**src/rtl/backend_rst_scheduler.sv**
```systemverilog
// Serialises idle/reset code frames onto the per-backend m_rst lines and grants
// latched per-port and broadcast requests round-robin, with guard frames after each reset frame.
module backend_rst_scheduler #(
  parameter int                   NBACKEND     = 4,
  parameter int                   CODE_BITS    = 4,
  parameter logic [CODE_BITS-1:0] CODE_IDLE    = 4'b1010,
  parameter logic [CODE_BITS-1:0] CODE_ACTIVE  = 4'b1100,
  parameter int                   GUARD_FRAMES = 2
) (
  input  logic                sys_clk,
  input  logic                sys_rst_n,
  input  logic                en,
  input  logic [NBACKEND-1:0] port_req,
  input  logic                bcast_req,
  output logic [NBACKEND-1:0] m_rst,
  output logic                frame_start,
  output logic [NBACKEND-1:0] pending,
  output logic                bcast_pend,
  output logic                busy,
  output logic                done,
  output logic [NBACKEND-1:0] done_mask
);

  localparam int BW = (CODE_BITS > 1) ? $clog2(CODE_BITS) : 1;
  localparam int IW = (NBACKEND > 1) ? $clog2(NBACKEND) : 1;
  localparam int GW = (GUARD_FRAMES > 1) ? $clog2(GUARD_FRAMES) : 1;
  localparam logic [BW-1:0] BIT_MSB = BW'(CODE_BITS - 1);

  typedef enum logic [1:0] {S_IDLE, S_ACTIVE, S_GUARD} state_t;

  state_t              state, state_next;
  logic [BW-1:0]       bit_cnt;
  logic [GW-1:0]       guard_cnt, guard_next;
  logic [IW-1:0]       rr, rr_next;
  logic [NBACKEND-1:0] active_mask, mask_next;
  logic [NBACKEND-1:0] req_d, rise, pend_clr;
  logic                bcast_d, bcast_rise, bcast_clr;
  logic                boundary;
  logic                hi_found;
  logic [IW-1:0]       hi_idx, lo_idx, grant_idx;

  assign boundary   = (bit_cnt == '0);
  assign rise       = port_req & ~req_d;
  assign bcast_rise = bcast_req & ~bcast_d;

  // Lowest pending index at or above rr wins; otherwise the lowest pending index overall.
  always_comb begin
    hi_found = 1'b0;
    hi_idx   = '0;
    lo_idx   = '0;
    for (int i = NBACKEND - 1; i >= 0; i--) begin
      if (pending[i]) begin
        lo_idx = IW'(i);
        if (IW'(i) >= rr) begin
          hi_found = 1'b1;
          hi_idx   = IW'(i);
        end
      end
    end
  end

  assign grant_idx = hi_found ? hi_idx : lo_idx;

  always_comb begin
    // NOTE: every output of this block is defaulted first, so no path can infer a latch.
    state_next = state;
    guard_next = guard_cnt;
    mask_next  = active_mask;
    rr_next    = rr;
    pend_clr   = '0;
    bcast_clr  = 1'b0;
    if (boundary) begin
      logic decide;
      decide    = 1'b0;
      mask_next = '0;
      case (state)
        S_ACTIVE: begin
          state_next = S_GUARD;
          guard_next = GW'(GUARD_FRAMES - 1);
        end
        S_GUARD: begin
          if (guard_cnt != '0) guard_next = guard_cnt - 1'b1;
          else                 decide     = 1'b1;
        end
        default: decide = 1'b1;
      endcase
      if (decide) begin
        state_next = S_IDLE;
        if (en && bcast_pend) begin
          state_next = S_ACTIVE;
          mask_next  = '1;
          pend_clr   = '1;
          bcast_clr  = 1'b1;
        end else if (en && (|pending)) begin
          state_next           = S_ACTIVE;
          mask_next[grant_idx] = 1'b1;
          pend_clr             = mask_next;
          rr_next = (grant_idx == IW'(NBACKEND - 1)) ? '0 : grant_idx + 1'b1;
        end
      end
    end
  end

  always_comb begin
    for (int i = 0; i < NBACKEND; i++)
      m_rst[i] = active_mask[i] ? CODE_ACTIVE[bit_cnt] : CODE_IDLE[bit_cnt];
  end

  // Reset parks the counter on the MSB so the lines sit at the idle pattern's first bit.
  always_ff @(posedge sys_clk or negedge sys_rst_n) begin
    if (!sys_rst_n) begin
      state       <= S_IDLE;
      bit_cnt     <= BIT_MSB;
      guard_cnt   <= '0;
      rr          <= '0;
      active_mask <= '0;
      req_d       <= '0;
      bcast_d     <= 1'b0;
      pending     <= '0;
      bcast_pend  <= 1'b0;
      frame_start <= 1'b1;
      busy        <= 1'b0;
      done        <= 1'b0;
      done_mask   <= '0;
    end else begin
      // NOTE: non-blocking assignments keep every register sampling pre-edge values.
      state       <= state_next;
      bit_cnt     <= boundary ? BIT_MSB : bit_cnt - 1'b1;
      guard_cnt   <= guard_next;
      rr          <= rr_next;
      active_mask <= mask_next;
      req_d       <= port_req;
      bcast_d     <= bcast_req;
      pending     <= (pending & ~pend_clr) | rise;
      bcast_pend  <= (bcast_pend & ~bcast_clr) | bcast_rise;
      frame_start <= boundary;
      busy        <= (state_next != S_IDLE);
      done        <= (state == S_ACTIVE) && (bit_cnt == BW'(1));
      done_mask   <= ((state == S_ACTIVE) && (bit_cnt == BW'(1))) ? active_mask : '0;
    end
  end

endmodule

```
**config.mk**
```make
export PLATFORM = sky130hd
export DESIGN_NAME = backend_rst_scheduler
export DESIGN_NICKNAME = d
export VERILOG_FILES = /design/src/rtl/backend_rst_scheduler.sv
export SDC_FILE = /design/constraint.sdc
export NUM_CORES = 1
export LEC_CHECK = 0
export ABC_AREA = 1
export CORE_UTILIZATION = 40
export DETAILED_ROUTE_END_ITERATION = 7
export HOLD_SLACK_MARGIN = 0.03
export PLACE_DENSITY = 0.59
export SLEW_MARGIN = 0
export SYNTH_ARGS = -nofsm -noshare
export SYNTH_HDL_FRONTEND = slang
export SYNTH_SLANG_ARGS = --single-unit
export TNS_END_PERCENT = 10
```
**constraint.sdc**
```tcl
create_clock -name sys_clk -period 1.7 [get_ports sys_clk]
set_input_delay 0.255 -clock sys_clk [delete_from_list [all_inputs] [get_ports sys_clk]]
set_output_delay 0.255 -clock sys_clk [all_outputs]
set_load 0.02 [all_outputs]
```
Yosys cells after proc, flatten, opt, wreduce, memory -nomap -nowiden
Index checks and enable logic that the tools add are counted.

cells by class
  add/subtract/negate cells = 3
  order comparisons = 7
  equal/unequal tests = 4
  muxes and demuxes = 51
  bitwise operators = 11
  reduce and logical (&&, ||, !) cells = 10

operator list
  operator             number
  $mux 2               18
  $mux 1               23
  $mux 4               5
  $and 4x4->4          2
  $not 4->4            2
  $lt 2x3->1 const B   2
  $bmux 1 s2           2
  $eq 2x1->1 const B   2
  $eq 2x2->1 const B   2
  $ge 1x2->1 const A   2
  $ge 2x2->1 const A   2
  $logic_and 1x1->1    4
  $or 4x4->4           1
  $pmux 1 s2           2
  $reduce_and 4->1     1
  $reduce_bool 2->1    2
  $reduce_or 4->1      1
  $not 1->1            3
  $add 2x1->2 const B  1
  $and 1x1->1          2
  $demux 1 s2          1
  $ge 2x1->1 const B   1
  $logic_not 2->1      1
  $reduce_and 2->1     1
  other kinds (3)      3

word-level totals
  flip-flop bits (word level) = 28
  bits of input ports = 8
  output and inout bits = 16
  logic and storage cells = 99

Logic depth before layout (Yosys ltp)
Gate-level depths: netlist of the first run.

  depth after elaboration = 21
  gate-level depth with buffers = 13

Worst setup path after synthesis of the first run
Ideal clock, no wire load.

  path kind = reg-to-reg
  start = register pending[1]
  end = register active_mask[1]
  setup time = 0.133 ns
  arrival = 1.392 ns
  required time = 1.567 ns
  setup slack = 0.175 ns
  stages on the path, launching flop included = 12
  buffers on the path = 0
  clock period less this slack = 1.525 ns
  cells stage by stage = dfrtp_1 -> inv_1 -> nor2_1 -> a21oi_1 -> nand3_1 -> nand2_1 -> inv_1 -> ha_1 -> nand2_1 -> inv_1 -> nand2_1 -> o211ai_1

on the way
  cells in the longest elaborated chain, start to end = 11
  elaborated cells on any way between the ends = 19
  classes of those cells = 2 x order compare; 14 x mux; 3 x reduce/logical

ends and longest elaborated chain
  item                                                            RTL line  text
  from (decl)                                                     17        output logic [NBACKEND-1:0] pending,
  from (signal assigned)                                          134       pending <= (pending & ~pend_clr) | rise;
  $mux 2 or $mux 1 (tied branches)                                52        if (pending[i]) begin
  $mux 2 or $mux 1 (tied branches)                                54        if (IW'(i) >= rr) begin
  $mux 2 or $mux 1 (tied branches)                                52
  $mux 2                                                          62        assign grant_idx = hi_found ? hi_idx : lo_idx;
  $lt 2x3->1 (not written as such) or $ge 2x1->1 (tied branches)  96        mask_next[grant_idx] = 1'b1;
  $logic_and 1x1->1 (not written as such)                         96
  $mux 1 (not written as such)                                    96
  $demux 1 s2                                                     96
  $mux 4 *                                                        94        end else if (en && (|pending)) begin
  $mux 4 *                                                        89        if (en && bcast_pend) begin
  $mux 4 *                                                        87        if (decide) begin
  to (signal assigned)                                            131       active_mask <= mask_next;
  to (decl)                                                       35        logic [NBACKEND-1:0] active_mask, mask_next;

Mark *: on every way between the ends. The rest lies on a longest branch, timed or not.
A chain may end at the register's enable or synchronous reset.

Final worst setup path of the first run
  start = register bcast_pend
  end = output port bcast_pend

RTL lines
  item                    RTL line  text
  from (decl)             18        output logic bcast_pend,
  from (signal assigned)  135       bcast_pend <= (bcast_pend & ~bcast_clr) | bcast_rise;

No word-level cell between the ends.

==> impl_metrics.csv, run 1 <==
group,metric,value,unit
pwr,total_power,2.414,mW
die,design.core.area,3153,µm²
die,die_area,3692,µm²
layout,num_antenna_cells,0,
route,drt_iter0_markers,31,
status,outcome,"finished, final reports clean",
worst_setup_path,end_kind,"primary output",
logic_synthesis,ys_seq_elements,28,
logic_synthesis,synthTopCellsByArea,"dfrtp_1, nand2_1, inv_1",
cts,clk_path_buf_depth,2,
pwr,clkPwrFrac,0.132,
global_routing,grt_max_degree,29,
worst_setup_path,critPathMaxFanout,3,
worst_setup_path,crit_chain,"clkdlybuf4s50_1",
cts,clkLatencyLatePin,320,ps
logic_synthesis,synthCells,164,
worst_setup_path,cp-startpoint,"bcast_pend",
layout,drive_gt1_frac,0.1538,
die,die_h,60.77,µm
die,rows,20,
placement,dp_hpwl,1871,µm
placement,gp_congestion,0.7532,
pwr,comb_power_share,0.457,
worst_setup_path,worst-setup-path-type,"flip-flop to primary output",
route,firstDrtPassIters,4,
pwr,leakage,0.9462,nW
worst_setup_path,crit_arrival,1340,ps
global_routing,grt_pass1_vias,1019,
sta,period_needed,1597,ps
logic_synthesis,yosysWarningCount,0,
sta,min_period_over_period,0.9396,
sta,relSlewSlack,0.7661,
global_routing,antenna_found_initial,0,
sta,worst_pin_slew,350.9,ps
sta,setup_viol,0,
layout,layout_commonest_cell,"nand2_1",
layout,finalNetCount,214,
sta,slew_violations,0,
die,initial_utilization,0.4381,
sta,fin_ws,102.7,ps
worst_setup_path,path_buf_inv,1,
logic_synthesis,synth_fp_nets,182,
global_routing,grt_use_total,0.1532,
global_routing,grt_overflow,0,
layout,final_cell_mix,"nand2_1, inv_1, dfrtp_1",
route,postRouteAntennaNets,0,
placement,dp_slack,64.17,ps
worst_setup_path,slowest_stage,"clkdlybuf4s50_1",
route,drc,0,
pwr,switching_share,0.4233,
worst_setup_path,worstReg2RegStart,"rr[1]",
logic_synthesis,syn_area,1381,µm²
worst_setup_path,rr_endpoint,"pending[1]",
route,wirelength,2430,µm
logic_synthesis,yosysTopAreaCell,"dfrtp_1",
pwr,seqPwrFrac,0.410,
route,vias,1078,
layout,seqCellArea,704.4,µm²
worst_setup_path,max_stage_delay,610,ps
route,wire_per_inst,10.17,µm
logic_synthesis,yosysTopAreaCellShare,0.4529,
die,die_w,60.77,µm
logic_synthesis,yosysSeqAreaShare,0.5100,
pwr,internal_power,1.392,mW
min_path,worstHoldPathType,"primary input to async pin",
worst_setup_path,ff2ff_path_depth,11,
cts,clkTransAtPathRegs,150,ps
cts,hold_buffers,0,
flow_run,cap_violations,0,
pwr,powerDensity,1395,nW/µm²
pwr,p_sw,1.022,mW
logic_synthesis,synth.distinct_cells,20,
sta,hold_viol,0,
sta,fin_skew,5.139,ps
worst_setup_path,ff2ff_setup_slack,150,ps
layout,multi_input_area,543.0,µm²
cts,cts_made_buffers,3,
layout,syn_to_final_growth,25.27,%
worst_setup_path,cp_top_family,"buffers and inverters",
worst_setup_path,required,1440,ps
placement,port_buffers,23,
cts,h-tree-depth,1,
layout,num-fill-cells,311,
sta,timing.fmax,0.6261,GHz
logic_synthesis,syn_avg_cell_area,8.423,µm²
cts,cts_sinks,28,
cts,cts-root-buf,"clkbuf_4",
route,vias_per_cell,4.510,
worst_setup_path,critPathLaunchType,"flip-flop",
pwr,peakVddDrop,716.4,µV
cts,cts_tree,"done",
cts,cts_setup_buffers,0,
global_routing,grt_pass1_wl,4222,µm
die,io_pins,24,
-- flip-flops by register name (all words and copies together) (netlist names) --
name	flops
active_mask	4
bcast_d	1
bcast_pend	1
bit_cnt	2
busy	1
done	1
done_mask	4
frame_start	1
guard_cnt	1
pending	4
req_d	4
rr	2
state	2
-- final cells by class --
type | count | area share
sequential | 28 | 0.4071
multi-input combinational | 98 | 0.3138
clock buffer | 4 | 0.02097
inverter | 36 | 0.07809
timing repair buffer | 29 | 0.1482
tap | 44 | 0.03181
-- cell usage after synthesis (all sizes together) --
cell type and number:
nand2 47, nand3 8, dfrtp 25, inv 36, dfstp 3, nor3 1
ha 10, a31oi 2, nor2 15, o211ai 4, or2 1, o21ai 6
buf 2, a21oi 4
-- worst max path at each step --
stage          slack [ps]  cells after the start             end
3_3_place_gp          110                      3        m_rst[1]
3_5_place_dp           60                      3        m_rst[3]
2_1_floorplan         170                     11  active_mask[1]
6_report              100                      1      bcast_pend
5_1_grt               -10                     11      pending[1]
4_1_cts                -9                      3        m_rst[3]
-- routing by layer --
metal | wire [µm] | vias up | GRT usage | part of all wire
met5 | 0 | - | 0 | 0
met4 | 31 | 0 | 0.04545 | 0.013
met3 | 119 | 4 | 0.03198 | 0.049
met2 | 1162 | 31 | 0.2763 | 0.48
met1 | 1117 | 487 | 0.1833 | 0.46
li1 | - | 556 | - | -
-- power groups by stage --
stage          Sequential (mW)  Clock [mW]  Combinational [mW]
4_1_cts                  0.979       0.333                1.10
6_report                 0.990       0.319                1.10
3_5_place_dp             0.993           0                1.13
3_3_place_gp             0.983           0                1.10
2_1_floorplan             1.04           0               0.659
5_1_grt                   1.02       0.355                1.27
-- logic make-up after synthesis --
logic type / Yosys count / synth area share
buf+inv: 38 / 0.1087
flops: 28 / 0.5100
compound gates: 16 / 0.06702
fa+ha+maj: 10 / 0.09058
simple gates: 72 / 0.2237
-- per-stage QoR --
stage                     hold slack [ps]  cell area [µm²]  cells  TNS [ps]    util
after floorplan                    -40.59             1381    164         0       -
after global placement              409.4             1697    235         0  0.5381
after detailed placement            424.5             1697    235         0  0.5381
after CTS                           286.2             1729    239    -8.954  0.5484
after global routing                312.3             1730    239    -9.940  0.5488
final                               278.1             1730    239         0  0.5488
-- what timing repair did --
item,in CTS,in global routing
resized for setup,11,15
gates cloned,0,0
endpoints found under the setup margin,7,13
endpoints found under the hold margin,0,0
Note: power is estimated with default switching activity, not from simulation.
==> run 2, diff against run 1 <==
==> constraint.sdc (replaced) <==
create_clock -name sys_clk -period 1.7 [get_ports sys_clk]
set_input_delay 0.255 -clock sys_clk [delete_from_list [all_inputs] [get_ports sys_clk]]
set_output_delay 0.255 -clock sys_clk [all_outputs]
set_load 0.01 [all_outputs]
==> run 2 against run 1 <==
  * Clock skew grew 4.5 ps
  * Clock power rose by 36%
  * Non-clock buffer count unchanged
  * Largest power group unchanged
  * Sequential power barely moved
  * Count of clock-buffer cells in the layout is 1 lower
  * Critical path depth grew 1
  * Die area did not move
  * First-iteration DRC count is 35% lower
  * Critical path type unchanged
==> impl_metrics.csv, run 2 (same netlist as run 1, synthesis figures left out) <==
group,metric,value,unit
status,outcome,"finished, final reports clean",
route,drt_iter0_markers,20,
placement,dp_hpwl,1856,µm
route,wirelength,2420,µm
pwr,p_sw,0.9538,mW
sta,relSlewSlack,0.7722,
sta,slew_violations,0,
worst_setup_path,crit_chain,"buf_4 > clkdlybuf4s50_1",
layout,seqCellArea,708.2,µm²
route,highest_layer,"met4",
pwr,switching_share,0.3820,
die,design.core.area,3153,µm²
pwr,seqPwrFrac,0.401,
sta,rsz0062_at_grt,"yes",
sta,min_period_over_period,0.9585,
route,postRouteAntennaNets,0,
global_routing,grt_pass1_wl,4243,µm
worst_setup_path,end_kind,"primary output",
sta,fin_ws,70.63,ps
layout,layout_commonest_cell,"nand2_1",
cts,cts-root-buf,"clkbuf_4",
global_routing,grt_use_total,0.1573,
pwr,peakVddDrop,678.6,µV
sta,hold_ws,280.3,ps
die,die_h,60.77,µm
global_routing,antenna_found_initial,0,
worst_setup_path,max_stage_delay,530,ps
worst_setup_path,slowest_stage,"clkdlybuf4s50_1",
route,wl_met2,1206,µm
worst_setup_path,critPathLaunchType,"flip-flop",
die,rows,20,
placement,dp_slack,105.9,ps
layout,finalNetCount,214,
pwr,total_power,2.497,mW
sta,setup_tns,0,ps
die,die_w,60.77,µm
worst_setup_path,crit_arrival,1370,ps
sta,fin_skew,9.593,ps
worst_setup_path,cp-startpoint,"pending[1]",
layout,multi_input_area,550.5,µm²
cts,cts_made_buffers,3,
route,wire_per_inst,10.13,µm
sta,hold_viol,0,
cts,clk_path_buf_depth,2,
placement,gp_congestion,0.7902,
cts,h-tree-depth,1,
cts,clkLatencyLatePin,330,ps
cts,cts_tree,"done",
layout,final_cell_mix,"nand2_1, inv_1, dfrtp_1",
route,vias,1056,
route,vias_per_cell,4.418,
worst_setup_path,worst-setup-path-type,"flip-flop to primary output",
pwr,comb_power_share,0.426,
layout,syn_to_final_growth,28.08,%
pwr,internal_power,1.543,mW
worst_setup_path,ff2ff_path_depth,10,
layout,num-fill-cells,301,
pwr,clkPwrFrac,0.173,
sta,timing.fmax,0.6137,GHz
route,firstDrtPassIters,4,
sta,period_needed,1629,ps
cts,cts_sinks,28,
placement,port_buffers,23,
die,initial_utilization,0.4381,
sta,worst_pin_slew,341.7,ps
route,wl_met1,1123,µm
sta,setup_viol,0,
worst_setup_path,worstReg2RegStart,"pending[1]",
die,io_pins,24,
global_routing,grt_overflow,0,
die,die_area,3692,µm²
min_path,worstHoldPathType,"primary input to async pin",
pwr,powerDensity,1411,nW/µm²
worst_setup_path,required,1440,ps
flow_run,cap_violations,0,
pwr,leakage,0.9439,nW
global_routing,grt_pass1_vias,1026,
cts,hold_buffers,0,
cts,clkTransAtPathRegs,150,ps
global_routing,grt_max_degree,29,
route,drc,0,
worst_setup_path,critPathMaxFanout,4,
layout,num_antenna_cells,0,
layout,drive_gt1_frac,0.1692,
route,dr_wl_met3,67,µm
[run 2: repair_timing]
| action | 4_1_cts | 5_1_grt |
|---|---|---|
| buffers inserted | 0 | 0 |
| pin swaps | 0 | 1 |
| resized for setup | 4 | 19 |
| setup endpoints to repair | 4 | 14 |
[run 2: worst paths after layout]
check                                    end  slack, ps
worst max register to register    pending[3]        130
worst min-delay path            done_mask[3]        280
worst min register to register    bcast_pend        440
worst max-delay path              pending[1]         70
min in group sys_clk                req_d[3]        380
max in group asynchronous         bit_cnt[0]       1120
[run 2: routing by layer]
| layer | track usage | vias up |
|---|---|---|
| met3 | 0.02559 | 4 |
| met4 | 0.05844 | 0 |
| met5 | 0 | - |
| li1 | - | 557 |
| met1 | 0.1957 | 474 |
| met2 | 0.2747 | 21 |
[run 2: power by group through the flow]
stage | Clock, mW | Sequential, mW | Combinational (mW)
final | 0.433 | 1.00 | 1.06
after CTS | 0.448 | 0.980 | 1.03
after global placement | 0 | 0.980 | 1.03
after global routing | 0.481 | 1.03 | 1.22
after floorplan | 0 | 0.993 | 0.627
after detailed placement | 0 | 0.994 | 1.05
[run 2: area by class of cell]
type,count,area share
clock buffers,3,0.01273
clock inverters,1,0.01697
inverters,36,0.07638
multi-input cells,98,0.3112
flip-flops and latches,28,0.4003
well taps,44,0.03112
repair buffers,29,0.1513
[run 2: metrics by stage]
step | std cells | cell area, µm² | utilization
CTS | 239 | 1744 | 0.5532
global route | 239 | 1769 | 0.5611
global placement | 235 | 1697 | 0.5381
detailed placement | 235 | 1697 | 0.5381
floorplan | 164 | 1381 | -
finish | 239 | 1769 | 0.5611
[run 2: critical path: cells and delay by family, from the launching register on]
family | cells | cell delay [ps]
buf+inv | 2 | 660
flops | 1 | 390
==> run 3, diff against run 2 <==
--- a/config.mk
+++ b/config.mk
@@ -9,7 +9,7 @@
 export CORE_UTILIZATION = 40
 export DETAILED_ROUTE_END_ITERATION = 7
 export HOLD_SLACK_MARGIN = 0.03
-export PLACE_DENSITY = 0.59
+export PLACE_DENSITY = 0.62
 export SLEW_MARGIN = 0
 export SYNTH_ARGS = -nofsm -noshare
 export SYNTH_HDL_FRONTEND = slang
==> constraint.sdc (replaced) <==
create_clock -name sys_clk -period 1.3 [get_ports sys_clk]
set_input_delay 0.195 -clock sys_clk [delete_from_list [all_inputs] [get_ports sys_clk]]
set_output_delay 0.195 -clock sys_clk [all_outputs]
set_load 0.01 [all_outputs]
==> run 3 against run 2 <==
  * The run now ends with setup timing left
  * Count of clock-buffer cells in the layout increased by 1
  * Power is 56% higher
  * Critical endpoint is now pending[3]
  * Largest cell class unchanged
  * Via count rose by 7.9%
  * Largest power group unchanged
  * Non-clock buffer count grew 15
  * Die area stayed put
  * Worst hold slack worse by 73 ps
==> impl_metrics.csv, run 3 (same netlist as run 1, synthesis figures left out) <==
group,metric,value,unit
sta,setup_tns,-2862,ps
worst_setup_path,slowest_stage,"dfrtp_2",
pwr,leakage,1.040,nW
cts,clkLatencyLatePin,320,ps
cts,clkTransAtPathRegs,150,ps
sta,fin_ws,-259.2,ps
layout,num_antenna_cells,0,
worst_setup_path,ff2ff_setup_slack,-260,ps
route,wire_per_inst,11.31,µm
placement,dp_hpwl,2104,µm
worst_setup_path,critPathLaunchType,"flip-flop",
worst_setup_path,worst-setup-path-type,"flip-flop to flip-flop",
die,design.core.area,3153,µm²
worst_setup_path,crit_chain,"inv_2 > nor2_4 > nor2_1 > a21oi_2 > nand2_4 > inv_2 > ha_2 > nand2_2 > inv_2 > nand2_2 > nand3_2 > nand2_1",
cts,cts_tree,"done",
worst_setup_path,crit_path_frequent_cell,"inv_2",
global_routing,grt_use_total,0.1791,
pwr,comb_power_share,0.545,
die,die_w,60.77,µm
global_routing,antenna_found_initial,0,
flow_run,cap_violations,0,
layout,final_area,1992,µm²
worst_setup_path,required,1540,ps
route,wirelength,2872,µm
layout,final_cell_mix,"nand2_1, inv_1, dfrtp_1",
cts,cts-root-buf,"clkbuf_4",
sta,timing.fmax,0.6413,GHz
route,postRouteAntennaNets,0,
cts,cts_sinks,28,
global_routing,grt_pass1_vias,1176,
sta,rsz0062_at_grt,"yes",
pwr,peakVddDrop,991.9,µV
sta,fin_skew,3.985,ps
placement,gp_congestion,0.7939,
pwr,powerDensity,1953,nW/µm²
placement,dpl_cell_area,1824,µm²
die,initial_utilization,0.4381,
worst_setup_path,crit_arrival,1790,ps
route,vias_per_cell,4.484,
sta,hold_viol,0,
route,drt_iter0_markers,33,
sta,worst_pin_slew,235.7,ps
cts,clk_path_buf_depth,2,
die,rows,20,
cts,h-tree-depth,1,
sta,setup_viol,18,
die,io_pins,24,
global_routing,grt_max_degree,29,
worst_setup_path,critPathMaxFanout,4,
pwr,seqPwrFrac,0.347,
worst_setup_path,end_kind,"flip-flop",
die,die_h,60.77,µm
pwr,p_sw,1.595,mW
global_routing,grt_overflow,0,
min_path,worstHoldPathType,"primary input to async pin",
layout,layout_commonest_cell,"nand2_1",
status,violations,"setup timing",
cts,cts_made_buffers,3,
route,firstDrtPassIters,3,
layout,syn_to_final_growth,44.20,%
status,outcome,"finished with violations",
route,drc,0,
sta,relSlewSlack,0.8420,
pwr,switching_share,0.4099,
pwr,internal_power,2.296,mW
worst_setup_path,max_stage_delay,440,ps
sta,min_period_over_period,1.199,
layout,drive_gt1_frac,0.4095,
pwr,clkPwrFrac,0.108,
sta,slew_violations,0,
die,die_area,3692,µm²
global_routing,grt_pass1_wl,4836,µm
route,vias,1139,
cts,hold_buffers,0,
pwr,total_power,3.890,mW
sta,period_needed,1559,ps
placement,port_buffers,23,
layout,finalNetCount,229,
==> run 3: changes by cell type in the layout (fill, tap and decap cells not counted), moves of 5 or more <==
cell,delta
buf_2,+6
buf_4,+9
buf_6,+6
clkdlybuf4s50_1,-11
dlygate4sd2_1,+7
ha_1,-5
inv_1,-10
inv_2,+9
nand2_1,-5
==> run 3: routing by layer <==
metal | track usage | vias up | part of all wire
met1 | 0.2043 | 527 | 0.45
met5 | 0 | - | 0
li1 | - | 586 | -
met3 | 0.02985 | 6 | 0.028
met2 | 0.3281 | 20 | 0.51
met4 | 0.07792 | 0 | 0.016
==> run 3: cell type report <==
class                      count  area, µm²
fill                         298       1161
sequential                    28      709.4
multi-input combinational     98      681.9
timing repair buffer          44      371.6
inverter                      36      137.6
tap                           44      55.05
clock buffer                   4      36.28
==> run 3: power groups by stage <==
stage / Combinational [mW] / Sequential, mW / Clock (mW)
after floorplan: 0.925 / 1.32 / 0
after global placement: 1.73 / 1.29 / 0
after detailed placement: 1.78 / 1.30 / 0
after CTS: 2.00 / 1.32 / 0.436
after global routing: 2.35 / 1.39 / 0.475
final: 2.12 / 1.35 / 0.422
==> run 3: repair_timing <==
| item | 4_1_cts | 5_1_grt |
|---|---|---|
| resized for setup | 70 | 20 |
| pin swaps | 11 | 9 |
| endpoints found under the setup margin | 32 | 24 |
| setup buffers | 5 | 0 |
==> run 3: worst paths after layout <==
path                       startpoint           to  cells after the start
max                        pending[1]   pending[3]                     12
min reg2reg                   bcast_d   bcast_pend                      1
min in group sys_clk        bcast_req      bcast_d                      1
max in group asynchronous   sys_rst_n  frame_start                      2
min                         sys_rst_n         done                      2
max reg2reg                pending[1]   pending[3]                     12
==> run 3: per-stage QoR <==
| step | hold WS (ps) | cells | setup WS, ps | utilization |
|---|---|---|---|---|
| finish | 207.5 | 254 | -259.2 | 0.6317 |
| global route | 196.1 | 254 | -355.8 | 0.6317 |
| CTS | 210.3 | 254 | -264.5 | 0.6194 |
| detailed placement | 445.9 | 245 | -271.9 | 0.5786 |
| global placement | 416.8 | 245 | -189.7 | 0.5786 |
| floorplan | -100.6 | 164 | -98.78 | - |
==> run 3: worst max-delay path: cells and delay by family, from the launching register on <==
| kind | cells | cell delay [ps] |
|---|---|---|
| compound gates | 1 | 150 |
| flops | 1 | 440 |
| buf+inv | 3 | 190 |
| simple gates | 7 | 520 |
| fa+ha+maj | 1 | 170 |
